$ cat config.mk
export PLATFORM = sky130hd
export DESIGN_NAME = ex_operand_stage
export DESIGN_NICKNAME = d
export VERILOG_FILES = /design/src/rtl/riscv_pkg.sv /design/src/rtl/fwd_mux.sv /design/src/rtl/ex_operand_stage.sv
export SDC_FILE = /design/constraint.sdc
export NUM_CORES = 1
export LEC_CHECK = 0
export ABC_CLOCK_PERIOD_IN_PS = 1890
export BUFFER_PORTS_ARGS = -buffer_cell sky130_fd_sc_hd__buf_2
export CAP_MARGIN = 20
export CORE_UTILIZATION = 25
export CTS_CLUSTER_SIZE = 8
export DETAILED_ROUTE_END_ITERATION = 16
export PLACE_DENSITY = 0.53
export RECOVER_POWER = 50
export SYNTH_ARGS = -nofsm -noshare
export SYNTH_HDL_FRONTEND = slang
export SYNTH_SLANG_ARGS = --single-unit
$ cat constraint.sdc
create_clock -name clk -period 1.89 [get_ports clk]
set_input_delay 0.2835 -clock clk [delete_from_list [all_inputs] [get_ports clk]]
set_output_delay 0.2835 -clock clk [all_outputs]
set_load 0.01 [all_outputs]
$ cat src/rtl/riscv_pkg.sv
// ---------------------------------------------------------------------------
// riscv_pkg
// Shared RV32I definitions for the execute-side pipeline blocks.
//   XLEN              datapath width
//   OP1_* / OP2_*     operand source selects coming out of decode
//   fun3_e            ALU function encodings carried on fun3
// ---------------------------------------------------------------------------
package riscv_pkg;

   localparam int XLEN = 32;

   localparam logic OP1_RS1 = 1'b0;
   localparam logic OP1_PC  = 1'b1;
   localparam logic OP2_RS2 = 1'b0;
   localparam logic OP2_IMM = 1'b1;

   typedef enum logic [2:0] {
      FUN3_ADD_SUB = 3'b000,
      FUN3_SLL     = 3'b001,
      FUN3_SLT     = 3'b010,
      FUN3_SLTU    = 3'b011,
      FUN3_XOR     = 3'b100,
      FUN3_SR      = 3'b101,
      FUN3_OR      = 3'b110,
      FUN3_AND     = 3'b111
   } fun3_e;

endpackage

$ cat src/rtl/fwd_mux.sv
// ---------------------------------------------------------------------------
// fwd_mux
// Priority forwarding for one source register. The youngest producer wins:
// EX, then MEM, then WB, otherwise the register-file read.
//   i_src_addr           source register index being resolved
//   i_rf_data            register-file read data for that source
//   i_ex_en/addr/data    EX producer (enable already excludes loads)
//   i_mem_we/addr/data   MEM-stage producer
//   i_wb_we/addr/data    WB-stage producer
//   o_fwd_data           resolved source value
// ---------------------------------------------------------------------------
module fwd_mux
   import riscv_pkg::*;
(
   input  logic [4:0]      i_src_addr,
   input  logic [XLEN-1:0] i_rf_data,
   input  logic            i_ex_en,
   input  logic [4:0]      i_ex_addr,
   input  logic [XLEN-1:0] i_ex_data,
   input  logic            i_mem_we,
   input  logic [4:0]      i_mem_addr,
   input  logic [XLEN-1:0] i_mem_data,
   input  logic            i_wb_we,
   input  logic [4:0]      i_wb_addr,
   input  logic [XLEN-1:0] i_wb_data,
   output logic [XLEN-1:0] o_fwd_data
);

   // x0 is hardwired to zero, so a write aimed at it must never be forwarded;
   // the register file already returns 0 for it.
   logic w_src_nz;
   assign w_src_nz = (i_src_addr != 5'd0);

   always_comb begin
      o_fwd_data = i_rf_data;
      if (w_src_nz && i_ex_en && (i_ex_addr == i_src_addr)) begin
         o_fwd_data = i_ex_data;
      end else if (w_src_nz && i_mem_we && (i_mem_addr == i_src_addr)) begin
         o_fwd_data = i_mem_data;
      end else if (w_src_nz && i_wb_we && (i_wb_addr == i_src_addr)) begin
         o_fwd_data = i_wb_data;
      end
   end

endmodule

$ cat src/rtl/ex_operand_stage.sv
// ---------------------------------------------------------------------------
// ex_operand_stage
// Execute-stage operand issue register. Resolves rs1/rs2 through the
// forwarding network, selects and registers the ALU operands and writeback
// control, and raises the load-use stall.
//   clk, rst_n                      clock, async active-low reset
//   in_valid/in_ready + in_*        decoded instruction from decode
//   ex_result                       ALU result of the instruction held here
//   mem_*, wb_*                     later-stage writeback producers
//   flush                           synchronous kill of the held instruction
//   out_valid/out_ready             handshake towards the ALU/EX
//   op1, op2, fun3, aux             ALU operands and function
//   out_rs2_data, out_pc, out_rd_addr, out_reg_we, out_is_load
// ---------------------------------------------------------------------------
module ex_operand_stage
   import riscv_pkg::*;
(
   input  logic            clk,
   input  logic            rst_n,

   input  logic            in_valid,
   output logic            in_ready,
   input  logic [XLEN-1:0] in_pc,
   input  logic [XLEN-1:0] in_rs1_data,
   input  logic [XLEN-1:0] in_rs2_data,
   input  logic [XLEN-1:0] in_imm,
   input  logic [4:0]      in_rs1_addr,
   input  logic [4:0]      in_rs2_addr,
   input  logic [4:0]      in_rd_addr,
   input  logic            in_rs1_used,
   input  logic            in_rs2_used,
   input  logic            in_op1_sel,
   input  logic            in_op2_sel,
   input  logic [2:0]      in_fun3,
   input  logic            in_aux,
   input  logic            in_reg_we,
   input  logic            in_is_load,

   input  logic [XLEN-1:0] ex_result,
   input  logic [4:0]      mem_rd_addr,
   input  logic            mem_reg_we,
   input  logic [XLEN-1:0] mem_rd_data,
   input  logic [4:0]      wb_rd_addr,
   input  logic            wb_reg_we,
   input  logic [XLEN-1:0] wb_rd_data,

   input  logic            flush,

   output logic            out_valid,
   input  logic            out_ready,
   output logic [XLEN-1:0] op1,
   output logic [XLEN-1:0] op2,
   output logic [2:0]      fun3,
   output logic            aux,
   output logic [XLEN-1:0] out_rs2_data,
   output logic [XLEN-1:0] out_pc,
   output logic [4:0]      out_rd_addr,
   output logic            out_reg_we,
   output logic            out_is_load
);

   logic            r_valid;
   logic [XLEN-1:0] r_op1;
   logic [XLEN-1:0] r_op2;
   logic [2:0]      r_fun3;
   logic            r_aux;
   logic [XLEN-1:0] r_rs2_data;
   logic [XLEN-1:0] r_pc;
   logic [4:0]      r_rd_addr;
   logic            r_reg_we;
   logic            r_is_load;

   logic            w_ex_fwd_en;
   logic [XLEN-1:0] w_fwd_rs1;
   logic [XLEN-1:0] w_fwd_rs2;
   logic            w_load_use;
   logic            w_capture;
   logic [XLEN-1:0] w_op1;
   logic [XLEN-1:0] w_op2;

   // A load held here has no data yet (ex_result is only its address), so it
   // is excluded from EX forwarding and handled by the load-use stall instead.
   assign w_ex_fwd_en = r_valid & r_reg_we & ~r_is_load;

   fwd_mux u_fwd_rs1 (
      .i_src_addr (in_rs1_addr),
      .i_rf_data  (in_rs1_data),
      .i_ex_en    (w_ex_fwd_en),
      .i_ex_addr  (r_rd_addr),
      .i_ex_data  (ex_result),
      .i_mem_we   (mem_reg_we),
      .i_mem_addr (mem_rd_addr),
      .i_mem_data (mem_rd_data),
      .i_wb_we    (wb_reg_we),
      .i_wb_addr  (wb_rd_addr),
      .i_wb_data  (wb_rd_data),
      .o_fwd_data (w_fwd_rs1)
   );

   fwd_mux u_fwd_rs2 (
      .i_src_addr (in_rs2_addr),
      .i_rf_data  (in_rs2_data),
      .i_ex_en    (w_ex_fwd_en),
      .i_ex_addr  (r_rd_addr),
      .i_ex_data  (ex_result),
      .i_mem_we   (mem_reg_we),
      .i_mem_addr (mem_rd_addr),
      .i_mem_data (mem_rd_data),
      .i_wb_we    (wb_reg_we),
      .i_wb_addr  (wb_rd_addr),
      .i_wb_data  (wb_rd_data),
      .o_fwd_data (w_fwd_rs2)
   );

   // The dependent instruction waits one cycle; by then the load has moved
   // to MEM and its data arrives through the MEM forwarding path.
   assign w_load_use = r_valid & r_is_load & r_reg_we & (r_rd_addr != 5'd0) &
                       ((in_rs1_used & (r_rd_addr == in_rs1_addr)) |
                        (in_rs2_used & (r_rd_addr == in_rs2_addr)));

   assign in_ready  = ~flush & ~w_load_use & (~r_valid | out_ready);
   assign w_capture = in_valid & in_ready;

   assign w_op1 = (in_op1_sel == OP1_PC)  ? in_pc  : w_fwd_rs1;
   assign w_op2 = (in_op2_sel == OP2_IMM) ? in_imm : w_fwd_rs2;

   // in_ready already excludes flush, so the capture term needs no extra guard.
   always_ff @(posedge clk or negedge rst_n) begin
      if (!rst_n) begin
         r_valid <= 1'b0;
      end else if (flush) begin
         r_valid <= 1'b0;
      end else if (w_capture) begin
         r_valid <= 1'b1;
      end else if (r_valid && out_ready) begin
         r_valid <= 1'b0;
      end
   end

   // Operands are resolved once at capture and then frozen, so later changes
   // on the forwarding buses cannot disturb an instruction under backpressure.
   always_ff @(posedge clk or negedge rst_n) begin
      if (!rst_n) begin
         r_op1      <= '0;
         r_op2      <= '0;
         r_fun3     <= 3'd0;
         r_aux      <= 1'b0;
         r_rs2_data <= '0;
         r_pc       <= '0;
         r_rd_addr  <= 5'd0;
         r_reg_we   <= 1'b0;
         r_is_load  <= 1'b0;
      end else if (w_capture) begin
         r_op1      <= w_op1;
         r_op2      <= w_op2;
         r_fun3     <= in_fun3;
         r_aux      <= in_aux;
         r_rs2_data <= w_fwd_rs2;
         r_pc       <= in_pc;
         r_rd_addr  <= in_rd_addr;
         r_reg_we   <= in_reg_we;
         r_is_load  <= in_is_load;
      end
   end

   assign out_valid    = r_valid;
   assign op1          = r_op1;
   assign op2          = r_op2;
   assign fun3         = r_fun3;
   assign aux          = r_aux;
   assign out_rs2_data = r_rs2_data;
   assign out_pc       = r_pc;
   assign out_rd_addr  = r_rd_addr;
   assign out_reg_we   = r_reg_we;
   assign out_is_load  = r_is_load;

endmodule
# After elaboration in Yosys (flattened, before gate mapping)
# Cells that the tools add are included.
# W data, S select, Z words.
word_totals:
  reg_bits: 140
  input_bits: 266
  out_inout_bits: 141
  word_cells: 61
op_classes:
  n_eq_ne: 6
  muxes: 11
  bitwise_logic: 17
  n_reduce_logical: 17
op_table:
  columns: ["cell", "n"]
  rows:
  - ["$mux W32", 8]
  - ["$eq A5 B5 Y1", 6]
  - ["$reduce_bool A5 Y1", 3]
  - ["$logic_and A1 B1 Y1", 13]
  - ["$and A1 B1 Y1", 11]
  - ["$not A1 Y1", 4]
  - ["$mux W1", 3]
  - ["$reduce_bool A3 Y1", 1]
  - ["$or A1 B1 Y1", 2]

# Depth between registers and ports, before layout
# Gate-level depths: netlist of the first run.
logic_depth:
  ltp_word: 10
  depth_mapped: 8
  mapped_depth_nobuf: 6

# Cells and area by module
# From an unflattened synthesis of the first run, not the netlist that was laid out.
unflattened:
  cells_unflattened: 772
  area_unflattened_um2: 8836.0
modules_own_cells:
  columns: ["mod", "instances", "cells_per_inst", "area_each_um2", "seq_area_each_um2"]
  rows:
  - ["ex_operand_stage", 1, 390, 6193.4, 3503.4]
  - ["fwd_mux", 2, 191, 1321.3, 0.0]

# Worst setup path before layout of the first run
# OpenSTA, ideal clock, no wires.
synth_timing:
  path_kind: "reg-to-reg"
  start: "register r_rd_addr[1], in the netlist out_rd_addr[1]"
  end: "register r_fun3[0], in the netlist fun3[0]"
  setup_ns: 0.125
  arrival_ns: 1.969
  t_required_ns: 1.765
  slack_ns: -0.204
  stages_incl_launch_ff: 7
  path_buffers: 2
  period_less_slack_ns: 2.094
  path_cell_list: "dfrtp_1 > or4_1 > o2111ai_1 > o211ai_2 > buf_2 > buf_2 > mux2_2"
synth_via:
  elab_chain_len: 8
  elab_cells_between_ends: 12
  classes_between: "eq/ne (2); bitwise (9); reduce/logical (1)"
synth_lines:
  columns: ["element", "line_no", "source"]
  rows:
  - ["from (decl)", "ex_operand_stage.sv:69", "logic [4:0] r_rd_addr;"]
  - ["from (signal assigned)", "ex_operand_stage.sv:160", "r_rd_addr <= in_rd_addr;"]
  - ["$eq A5 B5 Y1 (on tied branches)", "ex_operand_stage.sv:118, ex_operand_stage.sv:119", null]
  - ["$and A1 B1 Y1 (on tied branches)", "ex_operand_stage.sv:118, ex_operand_stage.sv:119", null]
  - ["$or A1 B1 Y1", "ex_operand_stage.sv:118", "((in_rs1_used & (r_rd_addr == in_rs1_addr)) |"]
  - ["$and A1 B1 Y1 (*)", "ex_operand_stage.sv:117", "assign w_load_use = r_valid & r_is_load & r_reg_we & (r_rd_addr != 5'd0) &"]
  - ["$not A1 Y1 (*)", "ex_operand_stage.sv:121", "assign in_ready = ~flush & ~w_load_use & (~r_valid | out_ready);"]
  - ["$and A1 B1 Y1 (*) (2 in series)", "ex_operand_stage.sv:121", null]
  - ["$and A1 B1 Y1 (*)", "ex_operand_stage.sv:122", "assign w_capture = in_valid & in_ready;"]
  - ["to (signal assigned)", "ex_operand_stage.sv:156", "r_fun3 <= in_fun3;"]
  - ["to (decl)", "ex_operand_stage.sv:65", "logic [2:0] r_fun3;"]
# Mark *: on every way between the ends. The rest lies on a longest branch, timed or not.
# A chain may end at the register's enable or synchronous reset.

# Final worst setup path of the first run
layout_timing:
  start: "register r_rd_addr[1], in the netlist out_rd_addr[1]"
  end: "output port in_ready"
layout_via:
  elab_chain_len: 7
  elab_cells_between_ends: 11
  classes_between: "eq/ne (2); bitwise (8); reduce/logical (1)"
layout_lines:
  columns: ["element", "line_no", "source"]
  rows:
  - ["$eq A5 B5 Y1 (on tied branches)", "ex_operand_stage.sv:118, ex_operand_stage.sv:119", null]
  - ["$and A1 B1 Y1 (on tied branches)", "ex_operand_stage.sv:118, ex_operand_stage.sv:119", null]
  - ["$or A1 B1 Y1", "ex_operand_stage.sv:118", null]
  - ["$and A1 B1 Y1 (*)", "ex_operand_stage.sv:117", null]
  - ["$not A1 Y1 (*)", "ex_operand_stage.sv:121", null]
  - ["$and A1 B1 Y1 (*) (2 in series)", "ex_operand_stage.sv:121", null]
  - ["to (decl)", "ex_operand_stage.sv:22", "output logic in_ready,"]
# Marked as above.

==> results of run 1 <==
==> stage by stage <==
step           TNS (ns)  total power [mW]  hold WS [ns]  cell area, µm²  worst slack [ns]
2_1_floorplan    -12.50              5.26       -0.0121            9100            -0.136
3_3_place_gp     -61.58              6.96         0.311           12800            -0.669
5_1_grt          -49.64              11.5        0.0442           14000            -0.472
3_5_place_dp     -63.21              7.00         0.320           12800            -0.675
6_report         -36.63              11.0        0.0649           14000            -0.381
4_1_cts          -38.48              11.1        0.0376           14000            -0.425
==> logic make-up (layout without fill, tap and decap cells) <==
group                  after synthesis  count (layout)
other                                0               7
AO/OA/AOI/OAI                      342             342
flip-flops                         140             140
buffers and inverters              107             603
multiplexers                        38              38
AND/OR/NAND/NOR                    313             313
XOR/XNOR                            28              28
==> synthesized netlist by cell type (27+ instances only) <==
| cell | n |
|---|---|
| a211oi_1 | 32 |
| a21oi_1 | 69 |
| a311oi_2 | 29 |
| clkbuf_1 | 65 |
| dfrtp_1 | 140 |
| mux2_2 | 38 |
| nand2_1 | 98 |
| nand4_1 | 34 |
| nor2b_1 | 61 |
| nor3_1 | 98 |
| o21ai_0 | 38 |
| o21bai_1 | 32 |
| o31a_1 | 27 |
| o31ai_1 | 71 |
| xnor2_1 | 27 |
==> critical path: stages, from the launching register on <==
cell and delay [ns]:
dfrtp_2 0.44, or4_4 0.55, o2111ai_2 0.20, buf_4 0.14, o21a_1 0.10, buf_2 0.12
==> routing by layer <==
layer  global-route usage, %  routed length, µm
met1                    29.4              18300
met2                    37.3              20400
met3                    4.07               2560
met4                    9.93               1090
met5                       0                  0
==> cell type report <==
type | count | area (µm²)
antenna | 7 | 17.5
clock buffer | 21 | 460
clock inverter | 10 | 188
fill | 3664 | 21500
inverter | 5 | 18.8
multi-input combinational | 721 | 5340
sequential | 140 | 3510
tap | 461 | 577
timing repair buffer | 567 | 3940
==> repair_timing <==
action	CTS	global route
hold endpoints to repair	44	0
gates resized for setup	82	17
setup endpoints to repair	141	141
hold buffers	2	0
pin swaps	11	2
cloned	5	1
buffers inserted	6	0
==> worst max path at each step <==
stage	endpoint	depth (start not counted)	startpoint	slack, ns
3_5_place_dp	op2[31]	9	in_rs2_addr[4]	-0.68
2_1_floorplan	fun3[0]	6	out_rd_addr[4]	-0.14
6_report	in_ready	5	out_rd_addr[1]	-0.38
3_3_place_gp	op2[31]	9	in_rs2_addr[4]	-0.67
5_1_grt	op1[21]	8	out_rd_addr[1]	-0.47
4_1_cts	in_ready	5	out_rd_addr[1]	-0.43
==> registers in the layout (all words and copies together) (netlist names) <==
| register | count |
|---|---|
| out_reg_we | 1 |
| aux | 1 |
| op1 | 32 |
| out_rd_addr | 5 |
| out_is_load | 1 |
| fun3 | 3 |
| out_pc | 32 |
| op2 | 32 |
| out_valid | 1 |
| out_rs2_data | 32 |
==> where the power goes <==
part	internal, mW	total [mW]	switching (mW)
clock network	2.41	3.88	1.47
logic	1.58	3.31	1.73
registers	3.51	3.83	0.325
total	7.50	11.0	3.53
==> impl_metrics.json, run 1 <==
{
  "drc_errors": 0,
  "grt_usage_pct": 22.8,
  "dpl.cell_count": 1880,
  "drtAntennaViolNets": 0,
  "powerDensity_nw_per_um2": 785,
  "drt-pass1-iter-count": 5,
  "viasPerCell": 5.14,
  "synth_area_um2": 9030,
  "clkSlewWorstSetupHoldPaths_ns": 0.06,
  "ys_seq_area_share_pct": 38.8,
  "r2r_start": "out_rd_addr[1]",
  "status": "complete, but fails checks",
  "dieArea_um2": 36900,
  "overflow": 0,
  "area_growth_pct": 55.6,
  "worst_pin_slew_ns": 0.919,
  "synth_area_per_cell_um2": 9.32,
  "fin_util_pct": 39.5,
  "cts_buffer_depth": 2,
  "cts-root-buf": "clkbuf_16",
  "fmax_mhz": 440,
  "yosysWarnings": 0,
  "worstReg2RegEnd": "op1[21]",
  "worst_hold_path_type": "input pin to flip-flop",
  "vias": 9940,
  "min_to": "aux",
  "grt_max_degree": 51,
  "ff2ff_path_depth": 8,
  "worstPathArrival_ns": 1.99,
  "wirelength_um": 42300,
  "grt_pass1_vias": 10100,
  "synth_top_area_share_pct": 38.8,
  "skew_ns": 0.00720,
  "core_um2": 35600,
  "synth.area.top_cells": "dfrtp_1 39%, o31ai_1 5.9%, nor3_1 5.4%, a311oi_2 4.8%, mux2_2 4.7%",
  "syn_inst": 968,
  "cts_tree": "built",
  "port_buffers": 406,
  "die_h_um": 192,
  "drtIter0Drc": 607,
  "end_kind": "primary output",
  "hold_depth": 2,
  "numCtsBuffers": 17,
  "ioPinCount": 407,
  "finalSetupViolCount": 141,
  "routabilityCongestion": 0.831,
  "worstHoldStart": "in_aux",
  "relSlewSlack_pct": 38.6,
  "violations": "setup timing",
  "rsz0062_at_grt": "yes",
  "synth_mux_area_share_pct": 4.74,
  "timing.final.crit_period_ns": 2.27,
  "synth_cell_types": 45,
  "hold_violations": 0,
  "synth_top_family_by_area": "compound AO/OA/AOI/OAI gates",
  "regToRegSetupSlack_ns": -0.36,
  "p_leak_nw": 6.25,
  "yosys_register_bits": 140,
  "synth_simple_gate_area_share_pct": 17.7,
  "ys_async_sr_fraction_pct": 100,
  "fin_ws_ns": -0.381,
  "stdcell_count": 1932,
  "drive_above_1_share_pct": 51.7,
  "layout_commonest_cell": "buf_2",
  "ctsHtreeMaxLevel": 4,
  "wl_per_cell_um": 21.9,
  "cap_violations": 0,
  "die_width_um": 192,
  "grt_antenna_before_repair": 7,
  "place_hpwl_um": 32100,
  "post-route-period-util_pct": 120,
  "synth_flop_cell": "dfrtp_1",
  "crit_type": "flip-flop to primary output",
  "clk_latency_ns": 0.45,
  "vdd_ir_drop_max_v": 0.000647,
  "mostFrequentLayoutCells": "405 x buf_2, 137 x dfrtp_1, 96 x nor3_1, 91 x buf_4, 89 x nand2_1",
  "start_util_pct": 25.4,
  "synth_edf_count": 0,
  "grt_pass1_wl_um": 62200,
  "path_max_fanout": 4,
  "yosysTopAreaCell": "dfrtp_1",
  "synth-compound-area-share_pct": 30.1,
  "synth_fp_nets": 1234,
  "nets": 1718,
  "std_cell_rows": 69,
  "synthAdderAreaFrac_pct": 0,
  "worstPathRequired_ns": 1.61,
  "cp-start-kind": "flip-flop",
  "synthXorXnorAreaFrac_pct": 2.72,
  "drv_slew": 0,
  "clock-sinks": 140
}
(Power assumes the default switching activity.)
==> run 2: changes to the inputs <==
--- a/config.mk
+++ b/config.mk
@@ -13,6 +13,7 @@
 export DETAILED_ROUTE_END_ITERATION = 16
 export PLACE_DENSITY = 0.53
 export RECOVER_POWER = 50
+export SKIP_LAST_GASP = 1
 export SYNTH_ARGS = -nofsm -noshare
 export SYNTH_HDL_FRONTEND = slang
 export SYNTH_SLANG_ARGS = --single-unit
==> constraint.sdc (replaced) <==
create_clock -name clk -period 1.89 [get_ports clk]
set_input_delay 0.2835 -clock clk [delete_from_list [all_inputs] [get_ports clk]]
set_output_delay 0.2835 -clock clk [all_outputs]
set_load 0.1 [all_outputs]
==> run 2 against run 1 <==
The flow still finishes with violations (setup timing). Global-route usage increased by 0.58 points. Total power increased by 33%. Combinational power increased by 120%. Utilization increased by 1.9 points.
==> impl_metrics.json, run 2 (synthesized netlist as in run 1, its figures left out) <==
{
  "cp_cell_sequence": "or4_4 -> o2111ai_4 -> buf_6 -> o211ai_4 -> buf_12 -> buf_4 -> buf_12 -> buf_6 -> buf_16 -> nand2_2 -> o31ai_4",
  "cts-root-buf": "clkbuf_16",
  "ioPinCount": 407,
  "layout_commonest_cell": "buf_2",
  "clk_latency_ns": 0.46,
  "finalSetupViolCount": 142,
  "skew_ns": 0.0193,
  "drc_errors": 0,
  "p_leak_nw": 6.53,
  "grt_pass1_wl_um": 63400,
  "vias": 10100,
  "rsz0062_at_grt": "yes",
  "area_growth_pct": 62.9,
  "crit_type": "flip-flop to flip-flop",
  "drv_slew": 0,
  "p_total_mw": 14.6,
  "cts_buffer_depth": 2,
  "violations": "setup timing",
  "wl_per_cell_um": 22.5,
  "start_util_pct": 25.4,
  "std_cell_rows": 69,
  "viasPerCell": 5.20,
  "clkSlewWorstSetupHoldPaths_ns": 0.07,
  "timing.final.crit_period_ns": 2.45,
  "core_um2": 35600,
  "drt-pass1-iter-count": 5,
  "wirelength_um": 43800,
  "critical-path-top-delay-family": "buffers and inverters",
  "grt_usage_pct": 23.4,
  "cp-start-kind": "flip-flop",
  "cts_tree": "built",
  "path_max_fanout": 9,
  "worstPathArrival_ns": 2.79,
  "drtIter0Drc": 648,
  "grt_max_degree": 65,
  "clock-sinks": 140,
  "dpl.cell_count": 1863,
  "drtAntennaViolNets": 0,
  "nets": 1732,
  "port_buffers": 406,
  "worst_pin_slew_ns": 0.933,
  "place_hpwl_um": 31600,
  "end_kind": "flip-flop",
  "nFillCells": 3536,
  "post-route-period-util_pct": 130,
  "worst_hold_path_type": "input pin to flip-flop",
  "cap_violations": 0,
  "die_width_um": 192,
  "grt_pass1_vias": 10100,
  "crit_slowest_cell": "or4_4",
  "ctsHtreeMaxLevel": 4,
  "hold_violations": 0,
  "powerDensity_nw_per_um2": 993,
  "grt_antenna_before_repair": 7,
  "stdcell_count": 1944,
  "dieArea_um2": 36900,
  "worstPathRequired_ns": 2.22,
  "routabilityCongestion": 0.841,
  "relSlewSlack_pct": 37.8,
  "fin_ws_ns": -0.564,
  "drive_above_1_share_pct": 54.3,
  "mostFrequentLayoutCells": "404 x buf_2, 132 x dfrtp_1, 96 x nor3_1, 81 x buf_4, 78 x nand2_1",
  "critPathMaxStageDelay_ns": 0.57,
  "status": "complete, but fails checks",
  "die_h_um": 192,
  "vdd_ir_drop_max_v": 0.000703,
  "overflow": 0,
  "crit_buf_inv": 6,
  "fin_util_pct": 41.4,
  "fmax_mhz": 407,
  "numCtsBuffers": 17
}
[run 2: cell count changes in the layout (fill, tap and decap cells not counted), sizes merged]
cell	previous run	this run
clkbuf	29	26
diode	7	5
clkinvlp	2	3
dlymetal6s2s	1	0
buf	556	570
dlygate4sd3	2	1
clkinv	2	5
bufbuf	0	4
inv	6	5
bufinv	5	3
[run 2: where the power goes]
| group | internal, mW | switching (mW) | leakage (nW) |
|---|---|---|---|
| registers | 3.52 | 0.319 | 1.69 |
| clock network | 2.10 | 1.47 | 0.282 |
| logic | 1.77 | 5.43 | 4.56 |
| total | 7.39 | 7.22 | 6.53 |
[run 2: worst register-to-register path, delay by kind of cell, from the launching register on]
kind,cells,cell delay [ns]
AND/OR/NAND/NOR,2,0.65
AO/OA/AOI/OAI,3,0.35
buffers and inverters,6,0.84
flip-flops,1,0.48
[run 2: layout make-up]
class	instances	area [µm²]	area share, %
multi-input cells	721	5500	37.4
repair buffers	581	4490	30.5
flip-flops and latches	140	3530	24.0
well taps	461	577	3.92
clock buffers	20	447	3.04
clock inverters	11	145	0.987
inverters	5	18.8	0.128
diodes	5	12.5	0.0851
[run 2: through the flow]
| stage | setup WS, ns | TNS [ns] | hold slack (ns) | instance area (µm²) |
|---|---|---|---|---|
| floorplan | -0.359 | -45.38 | -0.0121 | 9130 |
| global placement | -0.666 | -54.19 | 0.206 | 12700 |
| detailed placement | -0.760 | -57.31 | 0.213 | 12700 |
| CTS | -0.577 | -65.67 | 0.0263 | 14500 |
| global route | -0.639 | -74.24 | 0.0334 | 14700 |
| finish | -0.564 | -62.48 | 0.0398 | 14700 |
[run 2: path summary, 6_finish.rpt]
kind	startpoint	cells after the start	slack, ns	to
setup / recovery	out_rd_addr[4]	11	-0.56	op2[5]
min in group asynchronous	rst_n	2	0.51	out_is_load
setup reg to reg	out_rd_addr[4]	11	-0.56	op2[5]
max in group asynchronous	rst_n	3	0.28	out_rd_addr[1]
hold reg to reg	op1[31]	2	0.48	op1[31]
hold / removal	flush	2	0.04	out_valid
[run 2: repair_timing]
item / CTS / global route
gates cloned: 20 / 3
pin swaps: 55 / 8
hold buffers: 1 / 0
endpoints found under the hold margin: 26 / 0
setup buffers: 16 / 7
endpoints found under the setup margin: 141 / 141
resized for setup: 155 / 30
[run 2: layer usage]
| metal | global-route usage, % | part of all wire (%) | up-vias |
|---|---|---|---|
| li1 | - | - | 4654 |
| met1 | 29.5 | 42 | 4899 |
| met2 | 38.2 | 48 | 476 |
| met3 | 5.21 | 7.1 | 81 |
| met4 | 10.1 | 3.1 | 2 |
| met5 | 0 | 0.027 | - |
